--- config.mk ---
export PLATFORM = sky130hd
export DESIGN_NAME = dotprod_accel_flat
export DESIGN_NICKNAME = d
export VERILOG_FILES = /design/src/rtl/dotprod_pkg.sv /design/src/rtl/dotprod_accel_if.sv /design/src/rtl/dotprod_fxp_mul.sv /design/src/rtl/dotprod_accel.sv /design/src/flat_wrapper.sv
export SDC_FILE = /design/constraint.sdc
export NUM_CORES = 2
export LEC_CHECK = 0
export BUFFER_PORTS_ARGS = -buffer_cell sky130_fd_sc_hd__buf_2
export CAP_MARGIN = 20
export CORE_AREA = 4 4 310 312
export DETAILED_ROUTE_END_ITERATION = 10
export DIE_AREA = 0 0 314 316
export MAX_ROUTING_LAYER = met4
export PLACE_DENSITY = 0.8
export SYNTH_ARGS = -nofsm -noshare
export SYNTH_HDL_FRONTEND = slang
export SYNTH_HIERARCHICAL = 1
export SYNTH_SLANG_ARGS = --single-unit
--- constraint.sdc ---
create_clock -name clk -period 10.2 [get_ports clk]
set_clock_uncertainty 0.1 [all_clocks]
set_input_delay 1.53 -clock clk [delete_from_list [all_inputs] [get_ports clk]]
set_output_delay 1.53 -clock clk [all_outputs]
set_load 0.005 [all_outputs]
--- src/rtl/dotprod_pkg.sv ---
// Shared types and constants for the dot-product accelerator.
package dotprod_pkg;

    // Default number of fractional bits (Q16.16)
    localparam int unsigned FRAC_BITS_DEFAULT = 16;

    // Slave register word offsets
    localparam logic [3:0] OFS_CTRL  = 4'd0;
    localparam logic [3:0] OFS_WADDR = 4'd2;
    localparam logic [3:0] OFS_AADDR = 4'd3;
    localparam logic [3:0] OFS_LEN   = 4'd5;

    typedef enum logic [2:0] {
        IDLE,
        REQ_W,
        WAIT_W,
        REQ_A,
        WAIT_A,
        MAC
    } state_t;

    // Byte address of 32-bit element idx within a vector starting at base
    function automatic logic [31:0] elem_addr(input logic [31:0] base,
                                              input logic [31:0] idx);
        return base + (idx << 2);
    endfunction

endpackage

--- src/rtl/dotprod_accel_if.sv ---
// Avalon-MM bus bundle, used for both the CPU slave port and the SDRAM master port.
interface dotprod_accel_if #(
    parameter int unsigned ADDR_W = 32,
    parameter int unsigned DATA_W = 32
) ();
    logic              waitrequest;
    logic [ADDR_W-1:0] address;
    logic              read;
    logic [DATA_W-1:0] readdata;
    logic              readdatavalid;
    logic              write;
    logic [DATA_W-1:0] writedata;

    modport master (
        output address, read, write, writedata,
        input  waitrequest, readdata, readdatavalid
    );

    modport slave (
        input  address, read, write, writedata,
        output waitrequest, readdata, readdatavalid
    );
endinterface

--- src/rtl/dotprod_fxp_mul.sv ---
// Combinational signed fixed-point multiply: full product, arithmetic shift, truncate.
module fxp_mul #(
    parameter int unsigned W         = 32,
    parameter int unsigned FRAC_BITS = 16
) (
    input  logic [W-1:0] i_a,
    input  logic [W-1:0] i_b,
    output logic [W-1:0] o_p
);
    logic signed [2*W-1:0] w_a_ext;
    logic signed [2*W-1:0] w_b_ext;

    assign w_a_ext = {{W{i_a[W-1]}}, i_a};
    assign w_b_ext = {{W{i_b[W-1]}}, i_b};

    // Product of sign-extended operands is exact in 2W bits; keep W bits above the fraction
    assign o_p = W'((w_a_ext * w_b_ext) >>> FRAC_BITS);
endmodule

--- src/rtl/dotprod_accel.sv ---
// Dot-product accelerator: CPU-configured, streams two vectors from SDRAM and
// returns their signed fixed-point dot product.
module dotprod_accel
    import dotprod_pkg::*;
#(
    parameter int unsigned FRAC_BITS = FRAC_BITS_DEFAULT,
    parameter int unsigned LEN_W     = 32
) (
    input logic              clk,
    input logic              rst_n,
    dotprod_accel_if.slave   avs,
    dotprod_accel_if.master  avm
);
    // Configuration registers (CPU visible)
    logic [31:0]      r_waddr;
    logic [31:0]      r_aaddr;
    logic [LEN_W-1:0] r_len;

    // Working state
    state_t           r_state;
    logic [31:0]      r_wbase;
    logic [31:0]      r_abase;
    logic [LEN_W-1:0] r_wlen;
    logic [LEN_W-1:0] r_idx;
    logic [31:0]      r_acc;
    logic [31:0]      r_result;
    logic [31:0]      r_w;
    logic [31:0]      r_a;
    logic             r_mread;
    logic [31:0]      r_maddr;

    logic             w_start;
    logic             w_waitreq;
    logic [31:0]      w_rdata;
    logic [31:0]      w_prod;
    logic [LEN_W-1:0] w_idx_next;

    fxp_mul #(
        .W         (32),
        .FRAC_BITS (FRAC_BITS)
    ) u_mul (
        .i_a (r_w),
        .i_b (r_a),
        .o_p (w_prod)
    );

    assign w_start    = avs.write && (avs.address == OFS_CTRL) && (r_state == IDLE);
    assign w_idx_next = r_idx + LEN_W'(1);

    // Configuration register writes; always accepted, even while a run is active
    always_ff @(posedge clk) begin
        if (!rst_n) begin
            r_waddr <= '0;
            r_aaddr <= '0;
            r_len   <= '0;
        end else if (avs.write) begin
            case (avs.address)
                OFS_WADDR: r_waddr <= avs.writedata;
                OFS_AADDR: r_aaddr <= avs.writedata;
                OFS_LEN:   r_len   <= LEN_W'(avs.writedata);
                default:   ;
            endcase
        end
    end

    // Sequencer: one outstanding master read at a time, weight then activation, then MAC
    always_ff @(posedge clk) begin
        if (!rst_n) begin
            r_state  <= IDLE;
            r_wbase  <= '0;
            r_abase  <= '0;
            r_wlen   <= '0;
            r_idx    <= '0;
            r_acc    <= '0;
            r_result <= '0;
            r_w      <= '0;
            r_a      <= '0;
            r_mread  <= 1'b0;
            r_maddr  <= '0;
        end else begin
            case (r_state)
                IDLE: begin
                    if (w_start) begin
                        r_wbase <= r_waddr;
                        r_abase <= r_aaddr;
                        r_wlen  <= r_len;
                        r_acc   <= '0;
                        r_idx   <= '0;
                        if (r_len == '0) begin
                            r_result <= '0;
                        end else begin
                            r_state <= REQ_W;
                            r_mread <= 1'b1;
                            r_maddr <= r_waddr;
                        end
                    end
                end
                REQ_W: begin
                    if (!avm.waitrequest) begin
                        r_mread <= 1'b0;
                        r_state <= WAIT_W;
                    end
                end
                WAIT_W: begin
                    if (avm.readdatavalid) begin
                        r_w     <= avm.readdata;
                        r_mread <= 1'b1;
                        r_maddr <= elem_addr(r_abase, 32'(r_idx));
                        r_state <= REQ_A;
                    end
                end
                REQ_A: begin
                    if (!avm.waitrequest) begin
                        r_mread <= 1'b0;
                        r_state <= WAIT_A;
                    end
                end
                WAIT_A: begin
                    if (avm.readdatavalid) begin
                        r_a     <= avm.readdata;
                        r_state <= MAC;
                    end
                end
                MAC: begin
                    r_acc <= r_acc + w_prod;
                    r_idx <= w_idx_next;
                    if (w_idx_next == r_wlen) begin
                        r_result <= r_acc + w_prod;
                        r_state  <= IDLE;
                    end else begin
                        r_mread <= 1'b1;
                        r_maddr <= elem_addr(r_wbase, 32'(w_idx_next));
                        r_state <= REQ_W;
                    end
                end
                default: begin
                    r_mread <= 1'b0;
                    r_state <= IDLE;
                end
            endcase
        end
    end

    // Zero-latency slave read path; only a result read stalls, and only while busy
    always_comb begin
        w_waitreq = avs.read && (avs.address == OFS_CTRL) && (r_state != IDLE);
        w_rdata   = '0;
        if (avs.read && !w_waitreq) begin
            case (avs.address)
                OFS_CTRL:  w_rdata = r_result;
                OFS_WADDR: w_rdata = r_waddr;
                OFS_AADDR: w_rdata = r_aaddr;
                OFS_LEN:   w_rdata = 32'(r_len);
                default:   w_rdata = '0;
            endcase
        end
    end

    assign avs.waitrequest   = w_waitreq;
    assign avs.readdata      = w_rdata;
    assign avs.readdatavalid = avs.read && !w_waitreq;

    assign avm.read      = r_mread;
    assign avm.address   = r_maddr;
    assign avm.write     = 1'b0;
    assign avm.writedata = '0;

endmodule

--- src/flat_wrapper.sv ---
// flat-port wrapper written by rule: the top's interface ports become plain ports
module dotprod_accel_flat import dotprod_pkg::*;
#(
    parameter int unsigned FRAC_BITS = FRAC_BITS_DEFAULT,
    parameter int unsigned LEN_W     = 32
)
  (clk, rst_n, avs_address, avs_read, avs_write, avs_writedata, avs_waitrequest, avs_readdata, avs_readdatavalid, avm_address, avm_read, avm_write, avm_writedata, avm_waitrequest, avm_readdata, avm_readdatavalid);
  dotprod_accel_if #(.ADDR_W(4)) avs_i ();
  dotprod_accel_if #(.ADDR_W(32)) avm_i ();
  input logic clk;
  input logic rst_n;
  input wire logic [$bits(avs_i.address)-1:0] avs_address;
  input wire logic [$bits(avs_i.read)-1:0] avs_read;
  input wire logic [$bits(avs_i.write)-1:0] avs_write;
  input wire logic [$bits(avs_i.writedata)-1:0] avs_writedata;
  output wire logic [$bits(avs_i.waitrequest)-1:0] avs_waitrequest;
  output wire logic [$bits(avs_i.readdata)-1:0] avs_readdata;
  output wire logic [$bits(avs_i.readdatavalid)-1:0] avs_readdatavalid;
  output wire logic [$bits(avm_i.address)-1:0] avm_address;
  output wire logic [$bits(avm_i.read)-1:0] avm_read;
  output wire logic [$bits(avm_i.write)-1:0] avm_write;
  output wire logic [$bits(avm_i.writedata)-1:0] avm_writedata;
  input wire logic [$bits(avm_i.waitrequest)-1:0] avm_waitrequest;
  input wire logic [$bits(avm_i.readdata)-1:0] avm_readdata;
  input wire logic [$bits(avm_i.readdatavalid)-1:0] avm_readdatavalid;
  assign avs_i.address = avs_address;
  assign avs_i.read = avs_read;
  assign avs_i.write = avs_write;
  assign avs_i.writedata = avs_writedata;
  assign avs_waitrequest = avs_i.waitrequest;
  assign avs_readdata = avs_i.readdata;
  assign avs_readdatavalid = avs_i.readdatavalid;
  assign avm_address = avm_i.address;
  assign avm_read = avm_i.read;
  assign avm_write = avm_i.write;
  assign avm_writedata = avm_i.writedata;
  assign avm_i.waitrequest = avm_waitrequest;
  assign avm_i.readdata = avm_readdata;
  assign avm_i.readdatavalid = avm_readdatavalid;
  dotprod_accel #(.FRAC_BITS(FRAC_BITS), .LEN_W(LEN_W)) u_core (.clk(clk), .rst_n(rst_n), .avs(avs_i), .avm(avm_i));
endmodule
==> flow_summary_export.csv <==
group,metric,value,unit
run_status,outcome,"finished, final reports clean",
placement,dpl_cell_area,52800,um2
worst_setup_path,required,10.60,ns
final_layout,design_area,54500,um2
worst_setup_path,cp.arrival,10.14,ns
final_layout,drive_gt1_share,6.96,%
routing,drcViolationCount,0,
synthesis,synth.most_common_cell,"nand2_1",
floorplanning,core-area,93000,um2
timing,finalCritPeriodShare,95.5,%
routing,postRouteAntennaNets,0,
floorplanning,die-area,99200,um2
synthesis,synthCells,5962,
final_layout,multiInputGateArea,38800,um2
power,peakVddDrop,120,uV
grt,grt_pass1_wl,238,mm
timing,fin_crit,9.75,ns
worst_setup_path,path_class,"flip-flop to flip-flop",
synthesis,synth_common_cells,"1,101 x nand2_1, 841 x fa_1, 820 x inv_1",
worst_setup_path,start_kind,"flip-flop",
hold_path,hold_path.class,"flip-flop to flip-flop",
timing,worst_pin_slew,1.16,ns
timing,final_hold_viol_count,0,
floorplanning,num_io_pins,174,
synthesis,avgSynthCellArea,8.57,um2
timing,final_max_slew_viol_count,0,
clock_network,root_buffer,"clkbuf_16",
placement,port_buffers,140,
floorplanning,start_util,54.9,%
synthesis,ys_seq_area_share,15.2,%
timing,slew_headroom,22.8,%
final_layout,utilization,58.6,%
worst_setup_path,worstSetupEndpointType,"flip-flop",
routing,num_vias,42229,
worst_setup_path,cp_max_fo,25,
clock_network,htreeDepth,2,
placement,pre_cts_slack,0.291,ns
timing,setup_viol,0,
synthesis,synth_top_area_share,33.0,%
routing,drt-wirelength-per-cell,21.0,um
worst_setup_path,max_stage_delay,0.62,ns
timing,fin_ws,0.455,ns
grt,grt_pass1_vias,42976,
synthesis,yosysTopAreaCell,"fa_1",
synthesis,post_synth_num_cell_types,101,
placement,dpl.hpwl,117,mm
clock_network,cts_buffers,46,
clock_network,cts.clk_slew.worst_paths,0.07,ns
routing,routed_wirelength,152,mm
floorplanning,num_rows,112,
timing,holdWs,0.362,ns
synthesis,async_reset_ff_share,0,%
clock_network,insertion_delay,0.63,ns
grt,grt_max_degree,185,
clock_network,cts_tree,"built",
routing,firstDrtPassIters,7,
floorplanning,die_h,316,um
final_layout,area_growth,6.68,%
final_layout,final-seq-area,7780,um2
routing,drt_iter0_drc,4417,
grt,overflow,0,
worst_setup_path,cp_slowest_cell,"fa_1",
grt,grtUsageTotal,31.4,%
clock_network,cts_buffer_depth,3,
synthesis,synth_edf_count,0,
synthesis,ys_ff_latch,388,
clock_network,cts.sinks,388,
synthesis,yosysWarnings,6,
routing,via_per_inst,5.85,
final_layout,finalNetCount,7080,
worst_setup_path,crit_top_cell,"fa_1",
power,powerDensity,64.0,nW/um2
final_layout,nFillCells,8053,
timing,fmax,103,MHz
job,maxCapViolations,0,
synthesis,synth_top_flop_cell,"dfxtp_1",
grt,antenna_found_initial,13,
synthesis,syn-cell-area,51100,um2
synthesis,synthTopCellsByArea,"fa_1 33%, dfxtp_1 15%, nand2_1 8.1%",
floorplanning,die_x,314,um
placement,place_congestion,0.973,
timing,rsz0062_at_grt,"false",
timing,finalSetupTns,0,ns
power,p_leak,24.3,nW
clock_network,ctsHoldBuffers,0,
[critical path, delay by kind of cell, from the launching register on]
kind	cells	cell delay [ns]
xor gates and xnor gates	1	0.15
adders and majority gates	10	4.88
AOI/OAI and AO/OA	12	2.94
and+or+nand+nor	4	0.53
buffers and inverters	3	0.52
DFF	1	0.52
[timing repair]
| item | in CTS | in global routing |
|---|---|---|
| endpoints found under the setup margin | 0 | 27 |
| resized for setup | 0 | 26 |
| buffers inserted | 0 | 1 |
[power breakdown]
group / switching (mW) / internal, mW
registers: 0.0177 / 1.53
logic: 0.125 / 0.0593
clock network: 0.787 / 0.964
total: 0.930 / 2.56
[path summary, 6_finish.rpt]
kind | start | end | slack (ns) | depth (start not counted)
setup / recovery | u_core/r_w[15] | u_core/r_result[31] | 0.45 | 30
hold / removal | u_core/r_wbase[2] | u_core/r_wbase[2] | 0.36 | 2
hold reg to reg | u_core/r_wbase[2] | u_core/r_wbase[2] | 0.36 | 2
setup reg to reg | u_core/r_w[15] | u_core/r_result[31] | 0.45 | 30
[metrics by stage]
| step | instances | power, mW |
|---|---|---|
| final | 7215 | 3.49 |
| after floorplan | 5994 | 1.68 |
| after global routing | 7212 | 3.58 |
| after detailed placement | 7112 | 1.76 |
| after global placement | 7111 | 1.76 |
| after CTS | 7197 | 3.50 |
[area by class of cell]
cell class	count	area share, %
inverter	822	5.66
clock inverter	27	0.597
sequential	388	14.3
timing repair buffer	263	3.09
antenna	16	0.0735
multi-input combinational	4387	71.1
tap	1254	2.88
clock buffer	58	2.29
[routing by layer]
metal,part of all wire (%),track usage [%],vias to the layer above
li1,-,-,18666
met1,39,40.2,20927
met2,46,48.2,2109
met3,8.5,5.13,527
met4,6.6,16.7,0
met5,0,-,-
[registers in the layout, indices dropped and copies added (netlist names)]
name	count
u_core/r_aaddr	32
u_core/r_w	32
u_core/r_acc	32
u_core/r_waddr	32
u_core/r_abase	32
u_core/avm.address	32
u_core/r_idx	32
u_core/avm.read	1
u_core/r_wlen	32
u_core/r_len	32
u_core/r_a	32
u_core/r_result	32
u_core/r_state	3
u_core/r_wbase	32
[cells by family after synthesis]
kind of cell | synth area share (%)
AOI/OAI and AO/OA | 12.1
DFF | 15.2
muxes | 0.634
buffers and inverters | 9.39
xor gates and xnor gates | 3.63
other | 0.00734
and+or+nand+nor | 19.8
adders and majority gates | 39.2
[cell usage in the layout, fill, tap and decap left out, types with 45 or more instances in the layout]
master     count
a21boi_0     179
fa_1         841
buf_4        113
xnor2_1      137
inv_1        820
nor2b_1       87
nand2_1     1097
a21o_1        53
and2_1       487
a21oi_1      274
xor2_1        67
nor3_1        45
ha_1         256
clkbuf_16     46
buf_2        139
o21ai_0      109
nand3_1       62
nor2_1       127
dfxtp_1      379
(Power assumes the default switching activity.)
